`config.mk`:
```
export PLATFORM = sky130hd
export DESIGN_NAME = dkongjr_vram_cpu_if
export DESIGN_NICKNAME = d
export VERILOG_FILES = /design/src/rtl/dkongjr_pkg.sv /design/src/rtl/dkongjr_vram_wbuf.sv /design/src/rtl/dkongjr_vram_cpu_if.sv
export SDC_FILE = /design/constraint.sdc
export NUM_CORES = 1
export LEC_CHECK = 0
export BUFFER_PORTS_ARGS = -buffer_cell sky130_fd_sc_hd__buf_4
export CAP_MARGIN = 20
export CORE_AREA = 2 2 63 65
export CTS_BUF_LIST = sky130_fd_sc_hd__clkbuf_4
export DETAILED_ROUTE_END_ITERATION = 12
export DIE_AREA = 0 0 65 67
export GPL_ROUTABILITY_DRIVEN = 1
export GPL_TIMING_DRIVEN = 0
export HOLD_SLACK_MARGIN = 0.08
export PLACE_DENSITY = 0.75
export SLEW_MARGIN = 20
export SYNTH_ARGS = -nofsm -noshare
export SYNTH_HDL_FRONTEND = slang
export SYNTH_SLANG_ARGS = --single-unit
```
`constraint.sdc`:
```
create_clock -name CLK_12M -period 1.4 [get_ports CLK_12M]
set_input_delay 0.07 -clock CLK_12M [delete_from_list [all_inputs] [get_ports CLK_12M]]
set_output_delay 0.07 -clock CLK_12M [all_outputs]
set_load 0.01 [all_outputs]
```
`src/rtl/dkongjr_pkg.sv`:
```
// Shared definitions for the Donkey Kong Jr. VRAM CPU interface.
//   vram_state_e : access sequencer states
//   StrobeCycMax : largest legal VRAM strobe length in CLK_12M cycles
//   StrobeCntW   : width of the strobe-length counter
//   cpu_req()    : decode of a live CPU request into the VRAM window
package dkongjr_pkg;

  typedef enum logic [1:0] {
    StIdle,
    StWaitBusy,
    StAccess,
    StDone
  } vram_state_e;

  localparam int unsigned StrobeCycMax = 7;
  localparam int unsigned StrobeCntW   = $clog2(StrobeCycMax + 1);
  localparam int unsigned VramAbW      = 10;
  localparam int unsigned VramDbW      = 8;

  function automatic logic cpu_req(input logic sel, input logic rdn, input logic wrn);
    return sel & (~rdn | ~wrn);
  endfunction

endpackage

```
`src/rtl/dkongjr_vram_wbuf.sv`:
```
// One-entry posted-write buffer for the VRAM CPU interface.
// Ports:
//   clk_i, rst_ni : clock, asynchronous active-low reset (drops any buffered write)
//   push_i        : capture ab_i/db_i and mark the entry valid
//   pop_i         : release the entry once its VRAM write has finished
//   valid_o       : entry holds a write not yet retired
//   ab_o, db_o    : buffered address and data
module dkongjr_vram_wbuf
  import dkongjr_pkg::*;
(
  input  logic               clk_i,
  input  logic               rst_ni,
  input  logic               push_i,
  input  logic               pop_i,
  input  logic [VramAbW-1:0] ab_i,
  input  logic [VramDbW-1:0] db_i,
  output logic               valid_o,
  output logic [VramAbW-1:0] ab_o,
  output logic [VramDbW-1:0] db_o
);

  logic               valid_q, valid_d;
  logic [VramAbW-1:0] ab_q, ab_d;
  logic [VramDbW-1:0] db_q, db_d;

  always_comb begin
    valid_d = valid_q;
    ab_d    = ab_q;
    db_d    = db_q;
    if (push_i) begin
      valid_d = 1'b1;
      ab_d    = ab_i;
      db_d    = db_i;
    end else if (pop_i) begin
      valid_d = 1'b0;
    end
  end

  always_ff @(posedge clk_i or negedge rst_ni) begin
    if (!rst_ni) begin
      valid_q <= 1'b0;
      ab_q    <= '0;
      db_q    <= '0;
    end else begin
      valid_q <= valid_d;
      ab_q    <= ab_d;
      db_q    <= db_d;
    end
  end

  assign valid_o = valid_q;
  assign ab_o    = ab_q;
  assign db_o    = db_q;

endmodule

```
`src/rtl/dkongjr_vram_cpu_if.sv`:
```
// CPU-side VRAM access sequencer for Donkey Kong Jr.
// Arbitrates one CPU read/write per CPU bus cycle against video ownership of VRAM
// (I_VRAMBUSYn), drives the VRAM strobes and stalls the CPU through O_WAITn.
// Ports:
//   CLK_12M, I_RSTn            : clock, asynchronous active-low reset
//   I_SEL, I_RDn, I_WRn        : CPU window decode and strobes (read wins if both low)
//   I_AB, I_DB                 : CPU address / write data
//   O_DB                       : last read data, held until the next read completes
//   O_WAITn                    : CPU wait request, active low
//   O_VRAM_AB, O_VRAM_DB       : VRAM address / write data
//   O_VRAM_WRn, O_VRAM_RDn     : VRAM strobes, active low, STROBE_CYC cycles long
//   I_VRAM_DB, I_VRAMBUSYn     : VRAM read data, video-owns-VRAM flag (low = busy)
//   O_PEND                     : posted write buffered
// Build option: define DKONGJR_VRAM_WRITE_POST_EN to post writes into a one-entry
// buffer so the CPU is not stalled by them; otherwise O_PEND is tied 0.
module dkongjr_vram_cpu_if
  import dkongjr_pkg::*;
#(
  parameter int unsigned STROBE_CYC = 2
) (
  input  logic        CLK_12M,
  input  logic        I_RSTn,
  input  logic        I_SEL,
  input  logic        I_RDn,
  input  logic        I_WRn,
  input  logic [9:0]  I_AB,
  input  logic [7:0]  I_DB,
  output logic [7:0]  O_DB,
  output logic        O_WAITn,
  output logic [9:0]  O_VRAM_AB,
  output logic [7:0]  O_VRAM_DB,
  output logic        O_VRAM_WRn,
  output logic        O_VRAM_RDn,
  input  logic [7:0]  I_VRAM_DB,
  input  logic        I_VRAMBUSYn,
  output logic        O_PEND
);

  // Counter value on the last ACCESS cycle; the first ACCESS cycle is address setup.
  localparam logic [StrobeCntW-1:0] StrobeLast = StrobeCntW'(STROBE_CYC);

  vram_state_e            state_q, state_d;
  logic                   busyn_q;
  logic [VramAbW-1:0]     ab_q, ab_d;
  logic [VramDbW-1:0]     db_q, db_d;
  logic [VramDbW-1:0]     rd_q, rd_d;
  logic                   is_rd_q, is_rd_d;
  logic [StrobeCntW-1:0]  cnt_q, cnt_d;
  logic                   wrn_q, wrn_d;
  logic                   rdn_q, rdn_d;
  // served: the current CPU cycle has been accepted; posted: it was accepted as a
  // posted write; cur_posted: the access in flight is a buffer drain.
  logic                   served_q, served_d;
  logic                   posted_q, posted_d;
  logic                   cur_posted_q, cur_posted_d;

  logic                   req;
  logic                   post_ok;
  logic                   wb_valid;
  logic [VramAbW-1:0]     wb_ab;
  logic [VramDbW-1:0]     wb_db;

  assign req = cpu_req(I_SEL, I_RDn, I_WRn);

`ifdef DKONGJR_VRAM_WRITE_POST_EN
  logic wb_push, wb_pop;

  // A fresh write with the buffer empty is taken without stalling the CPU.
  assign post_ok = (state_q == StIdle) & ~served_q & req & I_RDn & ~wb_valid;
  assign wb_push = post_ok;
  assign wb_pop  = (state_q == StDone) & cur_posted_q;

  dkongjr_vram_wbuf u_wbuf (
    .clk_i   (CLK_12M),
    .rst_ni  (I_RSTn),
    .push_i  (wb_push),
    .pop_i   (wb_pop),
    .ab_i    (I_AB),
    .db_i    (I_DB),
    .valid_o (wb_valid),
    .ab_o    (wb_ab),
    .db_o    (wb_db)
  );
`else
  assign post_ok  = 1'b0;
  assign wb_valid = 1'b0;
  assign wb_ab    = '0;
  assign wb_db    = '0;
`endif

  always_comb begin
    state_d      = state_q;
    ab_d         = ab_q;
    db_d         = db_q;
    rd_d         = rd_q;
    is_rd_d      = is_rd_q;
    cnt_d        = cnt_q;
    wrn_d        = 1'b1;
    rdn_d        = 1'b1;
    served_d     = served_q;
    posted_d     = posted_q;
    cur_posted_d = cur_posted_q;

    if (!req) begin
      served_d = 1'b0;
      posted_d = 1'b0;
    end

    unique case (state_q)
      StIdle: begin
        if (wb_valid) begin
          // Drain the buffered write ahead of any new CPU request.
          ab_d         = wb_ab;
          db_d         = wb_db;
          is_rd_d      = 1'b0;
          cur_posted_d = 1'b1;
          cnt_d        = '0;
          state_d      = busyn_q ? StAccess : StWaitBusy;
        end else if (req && !served_q) begin
          served_d = 1'b1;
          if (post_ok) begin
            posted_d = 1'b1;
          end else begin
            ab_d         = I_AB;
            db_d         = I_DB;
            is_rd_d      = ~I_RDn;
            cur_posted_d = 1'b0;
            cnt_d        = '0;
            state_d      = busyn_q ? StAccess : StWaitBusy;
          end
        end
      end
      StWaitBusy: begin
        if (busyn_q) state_d = StAccess;
      end
      StAccess: begin
        // Busy is deliberately ignored here: an access, once started, runs to length.
        if (cnt_q != StrobeLast) begin
          rdn_d = ~is_rd_q;
          wrn_d = is_rd_q;
          cnt_d = cnt_q + StrobeCntW'(1);
        end else begin
          state_d = StDone;
          if (is_rd_q) rd_d = I_VRAM_DB;
        end
      end
      StDone: begin
        if (cur_posted_q || !req) state_d = StIdle;
      end
      default: state_d = StIdle;
    endcase
  end

  always_ff @(posedge CLK_12M or negedge I_RSTn) begin
    if (!I_RSTn) begin
      state_q      <= StIdle;
      busyn_q      <= 1'b0;
      ab_q         <= '0;
      db_q         <= '0;
      rd_q         <= '0;
      is_rd_q      <= 1'b0;
      cnt_q        <= '0;
      wrn_q        <= 1'b1;
      rdn_q        <= 1'b1;
      served_q     <= 1'b0;
      posted_q     <= 1'b0;
      cur_posted_q <= 1'b0;
    end else begin
      state_q      <= state_d;
      busyn_q      <= I_VRAMBUSYn;
      ab_q         <= ab_d;
      db_q         <= db_d;
      rd_q         <= rd_d;
      is_rd_q      <= is_rd_d;
      cnt_q        <= cnt_d;
      wrn_q        <= wrn_d;
      rdn_q        <= rdn_d;
      served_q     <= served_d;
      posted_q     <= posted_d;
      cur_posted_q <= cur_posted_d;
    end
  end

  // Stall any live CPU cycle that is neither posted nor finished. DONE of a drain
  // does not release a CPU cycle that arrived behind the posted write.
  assign O_WAITn = ~I_RSTn |
                   ~(req & ~post_ok & ~(served_q & posted_q) &
                     ~((state_q == StDone) & ~cur_posted_q));

  assign O_DB       = rd_q;
  assign O_VRAM_AB  = ab_q;
  assign O_VRAM_DB  = db_q;
  assign O_VRAM_WRn = wrn_q;
  assign O_VRAM_RDn = rdn_q;
  assign O_PEND     = wb_valid;

endmodule

```
# Word level (Yosys, flattened, before mapping)
# Cells that the tools add are included.
dict set report totals {
  ff_bits 36
  in_bits 32
  out_inout_bits 30
}
dict set report classes {
  n_addsub 1
  n_eq_ne 9
  muxes 16
  bitwise_logic 11
  reduce_logical 9
}
# op count
set op_table {}
lappend op_table {{2-bit two-way mux} 5}
lappend op_table {{2-bit != test (second input constant)} 5}
lappend op_table {{2-bit one-hot mux with 4 select lines} 1}
lappend op_table {{1-bit two-way mux} 7}
lappend op_table {{1-bit NOT} 7}
lappend op_table {{3-bit two-way mux} 2}
lappend op_table {{3-bit one-hot mux with 2 select lines} 1}
lappend op_table {{3-bit AND reduction} 2}
lappend op_table {{2-bit equality test (second input constant)} 2}
lappend op_table {{4-bit AND reduction} 1}
lappend op_table {{3-bit by 1-bit adder with 3-bit output (second input constant)} 1}
lappend op_table {{3-bit by 2-bit != test with 1-bit output (second input constant)} 1}
lappend op_table {{1-bit bitwise AND} 2}
lappend op_table {{2-bit by 1-bit equality test with 1-bit output (second input constant)} 1}
lappend op_table {{1-bit logical NOT} 2}
lappend op_table {{2-bit logical NOT} 1}
lappend op_table {{1-bit OR} 2}
lappend op_table {{2-bit AND reduction} 1}
lappend op_table {{2-bit nonzero test} 1}
lappend op_table {{1-bit logical AND} 1}

# Depth between registers and ports, before layout
# Gate-level depths: netlist (run 1).
dict set report depth {
  word_depth 6
  depth_mapped 6
  depth_no_buf 6
}

# Worst setup path after synthesis (run 1)
# No wires, ideal clock.
dict set report synth_timing {
  kind {reg2reg}
  start {reg cnt_q[0]}
  end {reg rd_q[0] (netlist: O_DB[0])}
  arrival_time_ns 1.305
  path_slack_ns -0.030
  path_stages_with_launch 6
  path_buffers 0
  cell_sequence {dfrtp_1 > inv_1 > ha_1 > and2b_2 > nand3_2 > mux2_2}
}
dict set report synth_between {
  elab_chain_cells 3
}
# element line
set synth_rtl {}
lappend synth_rtl {{from (decl)} dkongjr_vram_cpu_if.sv:48} ;# logic [StrobeCntW-1:0] cnt_q, cnt_d;
lappend synth_rtl {{from (signal assigned)} dkongjr_vram_cpu_if.sv:175} ;# cnt_q <= cnt_d;
lappend synth_rtl {{3-bit by 2-bit != test with 1-bit output} dkongjr_vram_cpu_if.sv:138} ;# if (cnt_q != StrobeLast) begin
lappend synth_rtl {{1-bit NOT (no source line)} n/a}
lappend synth_rtl {{3-bit AND reduction (no source line)} n/a}
lappend synth_rtl {{to (signal assigned)} dkongjr_vram_cpu_if.sv:173} ;# rd_q <= rd_d;
lappend synth_rtl {{to (decl)} dkongjr_vram_cpu_if.sv:46} ;# logic [VramDbW-1:0] rd_q, rd_d;
# Every way passes these cells.
# A chain may end at the register's enable or synchronous reset.

# Worst setup path in the final report (run 1)
dict set report layout_timing {
  start {reg cnt_q[0]}
  end {reg rd_q[7] (netlist: O_DB[7])}
}
# Same word-level chain as after synthesis.

==> results of run 1 <==
## layout make-up
cell class	count	area, um2	share of cell area
clock inverter	3	18.8	0.00697
tap	48	60.1	0.0223
multi-input combinational	67	759	0.282
clock buffer	5	37.5	0.0139
sequential	36	905	0.336
buffer	3	33.8	0.0125
timing repair buffer	103	857	0.318
inverter	5	21.3	0.00790
## worst paths after layout
kind                                 to  slack (ns)  cells past startpoint
min in group CLK_12M           served_q        0.17                      3
hold / removal             O_VRAM_AB[6]       -0.33                      1
setup reg to reg                O_DB[7]       -0.07                      5
setup / recovery                O_DB[7]       -0.07                      5
hold reg to reg            O_VRAM_DB[6]        0.52                      1
max in group asynchronous    O_VRAM_RDn        1.39                      1
## per-stage QoR
stage                     cell area [um2]  utilization  hold slack (ns)  setup WS [ns]  power [mW]
after floorplan                      1600            -           -0.226        0.00922        3.01
after global placement               2110        0.584           0.0441        -0.0568        3.85
after detailed placement             2110        0.584           0.0524         -0.140        3.98
after CTS                            2610        0.725           -0.326        -0.0470        4.98
after global routing                 2690        0.747           -0.327         -0.120        5.57
final                                2690        0.747           -0.329        -0.0742        5.21
## layer usage
layer  part of all wire  vias up
met2               0.55       54
met1               0.38      631
met5                  0        -
met3              0.058        6
met4              0.013        0
li1                   -      610
## where the power goes
| group | internal (mW) | switching [mW] |
|---|---|---|
| Clock | 0.193 | 0.348 |
| Sequential | 1.54 | 0.319 |
| Combinational | 1.64 | 1.17 |
## cell families (layout without fill, tap and decap cells)
group	count (synthesis)	in the layout	synth area share
DFF	36	36	0.570
buffers and inverters	9	119	0.0340
adders and majority gates	7	7	0.0553
muxes	30	30	0.212
AOI/OAI and AO/OA	13	13	0.0640
and+or+nand+nor	16	16	0.0616
other	1	1	0.00237
## state kept, by name, summed over array words and instances (netlist names)
| signal | flops |
|---|---|
| O_VRAM_AB | 10 |
| O_DB | 8 |
| O_VRAM_DB | 8 |
| cnt_q | 3 |
| state_q | 2 |
| O_VRAM_RDn | 1 |
| O_VRAM_WRn | 1 |
| busyn_q | 1 |
| is_rd_q | 1 |
| served_q | 1 |
## synthesized netlist by cell type (2+ instances only)
library cell  count  area (um2)
dfrtp_1          34         851
inv_1             5        18.8
buf_6             2        22.5
mux2_2           25         282
nor2_1            3        11.3
ha_1              7        87.6
o21ai_0           3        15.0
mux2i_1           4        40.0
dfstp_2           2        52.6
nand2_1           3        11.3
## worst max-delay path, stage by stage, from the launching register on
cell and delay [ns]:
dfrtp_1 0.42, inv_2 0.09, ha_4 0.16, and2b_2 0.20
nand3_4 0.16, mux2_4 0.34
## what timing repair did
| action | in CTS | in global routing |
|---|---|---|
| pin swaps | 5 | 5 |
| endpoints found under the hold margin | 65 | 36 |
| setup buffers | 8 | 5 |
| setup endpoints to repair | 31 | 31 |
| cloned | 1 | 0 |
| gates resized for setup | 23 | 9 |
==> reports/qor.yml, run 1 <==
status: "finished with violations"
syn_area_um2: 1580
violations: "hold timing, setup timing"
setup_viol: 30
use_met1: 0.197
dp_hpwl_um: 2430
met2_usage: 0.393
core_um2: 3610
cellPowerDensity_nw_per_um2: 1930
wl_per_cell_um: 15.7
cts_max_level: 2
critPathKind: "flip-flop to flip-flop"
grt_start_max_net_pins: 38
ys_ff_latch: 36
grt-ovfl-total: 0
clkLatencyLatePin_ns: 0.34
rsz0062_at_grt: "yes"
final_max_slew_viol_count: 0
clkTransAtPathRegs_ns: 0.11
final_common_cell: "buf_4"
start_util: 0.439
rr_startpoint: "cnt_q[0]"
dp_cells: 220
antenna_found_initial: 0
synth_edf_count: 0
whs_ns: -0.329
cp.arrival_ns: 1.70
cts_tree: "built"
vias: 1301
dieWidth_um: 65
busiest_layer: "met2"
drive_gt1_frac: 0.595
syn_inst: 112
avgViaCountPerCell: 4.82
hp-class: "input pin to async pin"
yosysWarnings: 0
diodes: 0
ys.flop_type: "dfrtp_1"
critPathLaunch: "cnt_q[0]"
leakagePower_nw: 1.31
nets: 260
fillCellCount: 221
root_buffer: "clkbuf_4"
drv_cap: 0
gp_congestion: 0.722
grt_use_met3: 0.0608
drtIter0Drc: 39
wirelength_um: 4230
syn_to_final_growth_pct: 70.0
port_buffers: 60
cts_buffers: 5
fmax_ghz: 0.678
crit_required_ns: 1.63
ys_async_sr_fraction: 1.00
clock_skew_ns: 0.00820
clkSinkCount: 36
timing.final.crit_share: 1.05
synth_fp_nets: 151
grt_pass1_vias: 1410
startpoint_type: "flip-flop"
yosysUniqueCellTypes: 34
grt_first_pass_wirelength_um: 6380
fin_ws_ns: -0.0742
rows: 22
finalCriticalPeriod_ns: 1.47
track_usage: 0.201
die_h_um: 67
tns_ns: -1.29
postCtsHoldBufs: 29
end_kind: "flip-flop"
antenna_left: 0
avgSynthCellArea_um2: 14.1
drc_errors: 0
firstDrtPassIters: 6
seq_area_frac_synth: 0.570
fin_cells: 270
mostFrequentLayoutCells: "72 x buf_4, 33 x dfrtp_1, 29 x dlygate4sd3_1"
crit_fanout: 8
clock_path_buffers: 2
dieArea_um2: 4360
io_pins: 62
peakVddDrop_mv: 1.22
hold_viol: 36
Note: power is estimated with default switching activity, not from simulation.
==> inputs of run 2 (changes only) <==
- BUFFER_PORTS_ARGS: -buffer_cell sky130_fd_sc_hd__buf_4 -> default
- CORE_AREA: 2 2 63 65 -> 2 2 57 59
- DIE_AREA: 0 0 65 67 -> 0 0 59 61
- DONT_BUFFER_PORTS: default -> 1
- PLACE_DENSITY: 0.75 -> 0.71
==> run 2 against run 1 <==
The run ends with setup timing left. Combinational power decreased by 35%. Global-route usage increased by 0.42 points. Clock skew increased by 0.0026 ns. Largest cell class unchanged. Largest power group is now registers.
==> reports/qor.yml, run 2 (synthesis gave the netlist of run 1 again) <==
path_delay_family: "flip-flops"
end_kind: "flip-flop"
final_max_slew_viol_count: 0  # unchanged
clock_skew_ns: 0.0108  # +0.00262 ns
crit_fanout: 8  # unchanged
diodes: 0  # unchanged
cpPeakStageDelay_ns: 0.43  # about the same
wl_per_cell_um: 17.4  # +11%
finalCriticalPeriod_ns: 1.45  # -0.0255 ns
leakagePower_nw: 1.02  # -22%
final_common_cell: "dfrtp_1"
cts_buffers: 5  # unchanged
dp_hpwl_um: 2040  # -16%
track_usage: 0.205  # +0.00424
drc_errors: 0  # unchanged
dp_cells: 145  # -34%
grt_first_pass_wirelength_um: 5230  # -18%
rows: 20  # -9.1%
vias: 1102  # -15%
peakVddDrop_mv: 1.17  # -4.1%
gp_congestion: 0.803  # +11%
power_frac_clock: 0.125  # +0.021
nets: 204  # -22%
root_buffer: "clkbuf_4"
clkSinkCount: 36  # unchanged
wirelength_um: 3470  # -18%
antenna_found_initial: 0  # unchanged
path_buf_inv: 0  # -1
start_util: 0.536  # +0.0972
hp-class: "input pin to flip-flop"
tns_ns: -0.325  # +0.969 ns
avgViaCountPerCell: 5.54  # +15%
firstDrtPassIters: 6  # unchanged
largest_reg_flops: 10  # unchanged
violations: "setup timing"
core_um2: 2950  # -18%
critPathKind: "flip-flop to flip-flop"
crit_chain: "ha_4, and2b_2, nand3_4, mux2_2"
stdcell_area_um2: 2230  # -17%
hold_viol: 0  # -100%
sw_frac_of_total: 0.360  # +0.00792
slowest_stage: "dfrtp_1"
drv_cap: 0  # unchanged
setup_viol: 9  # -70%
rsz0062_at_grt: "yes"
syn_to_final_growth_pct: 40.5
status: "finished with violations"
grt_pass1_vias: 1175  # -17%
fillCellCount: 199  # -10%
grt-ovfl-total: 0  # unchanged
clkTransAtPathRegs_ns: 0.10  # about the same
fin_ws_ns: -0.0487  # +0.0255 ns
clock_path_buffers: 2  # unchanged
place_area_um2: 1640  # -22%
cellPowerDensity_nw_per_um2: 2010  # +3.7%
drtIter0Drc: 31  # -21%
switching_power_mw: 1.61  # -12%
grt_start_max_net_pins: 37  # -2.6%
die_h_um: 61  # -9.0%
timing.final.crit_share: 1.03  # -0.0182
crit_required_ns: 1.63  # about the same
power_frac_seq: 0.466  # +0.109
port_buffers: 0  # -100%
p_int_mw: 2.86  # -15%
cp.arrival_ns: 1.68  # -0.02 ns
antenna_left: 0  # unchanged
mostFrequentLayoutCells: "34 x dfrtp_1, 31 x dlygate4sd3_1, 21 x mux2_2"
fin_cells: 199  # -26%
cts_tree: "built"
cts_max_level: 2  # unchanged
io_pins: 62  # unchanged
clkLatencyLatePin_ns: 0.34  # about the same
startpoint_type: "flip-flop"
power_frac_comb: 0.409  # -0.130
drive_gt1_frac: 0.416  # -0.179
dieWidth_um: 59  # -9.2%
total_power_mw: 4.46  # -14%
dieArea_um2: 3600  # -17%
fmax_ghz: 0.690  # +1.8%
==> run 2: final cells by class <==
cell class | instances | area (um2) | share of cell area
flip-flops and latches | 36 | 903 | 0.406
multi-input cells | 67 | 721 | 0.324
repair buffers | 47 | 450 | 0.202
inverters | 5 | 18.8 | 0.00843
clock inverters | 1 | 5.00 | 0.00225
clock buffers | 7 | 52.6 | 0.0236
well taps | 33 | 41.3 | 0.0185
plain buffers | 3 | 33.8 | 0.0152
==> run 2: repair_timing <==
action	CTS	global route
pin swaps	4	5
endpoints found under the hold margin	65	0
resized for setup	15	6
endpoints found under the setup margin	31	29
hold buffers	32	0
buffers inserted	5	9
cloned	0	1
==> run 2: worst paths after layout <==
kind	start	endpoint	slack, ns	depth (start not counted)
max	cnt_q[1]	O_DB[3]	-0.05	4
min	I_RDn	is_rd_q	0.15	4
max reg2reg	cnt_q[1]	O_DB[3]	-0.05	4
min reg2reg	is_rd_q	O_VRAM_RDn	0.57	1
max in group asynchronous	I_RSTn	O_VRAM_WRn	0.98	2
min in group asynchronous	I_RSTn	cnt_q[0]	0.18	2
==> run 2: power groups by stage <==
stage,clock [mW],sequential (mW),combinational (mW)
2_1_floorplan,0,2.00,1.02
3_3_place_gp,0,2.08,1.13
3_5_place_dp,0,2.10,1.19
4_1_cts,0.565,2.07,1.55
5_1_grt,0.612,2.15,2.01
6_report,0.556,2.08,1.83
==> run 2: per-stage QoR <==
stage	utilization	hold slack, ns	setup WS (ns)
global placement	0.555	-0.225	-0.0739
finish	0.754	0.148	-0.0487
CTS	0.719	0.166	-0.0304
detailed placement	0.555	-0.225	-0.119
global route	0.754	0.167	-0.112
floorplan	-	-0.226	0.00922
==> run 2: metal layers <==
| metal | part of all wire | track usage | up-vias |
|---|---|---|---|
| met5 | 0 | 0 | - |
| met4 | 0.013 | 0.0877 | 0 |
| met3 | 0.076 | 0.0896 | 6 |
| met2 | 0.55 | 0.375 | 48 |
| met1 | 0.36 | 0.202 | 550 |
| li1 | - | - | 498 |
==> run 2: tightest hold or removal path: cells and delay by family <==
kind	cells	cell delay [ns]
AO/OA/AOI/OAI	2	0.13
buffers and inverters	1	0.13
AND/OR/NAND/NOR	1	0.12
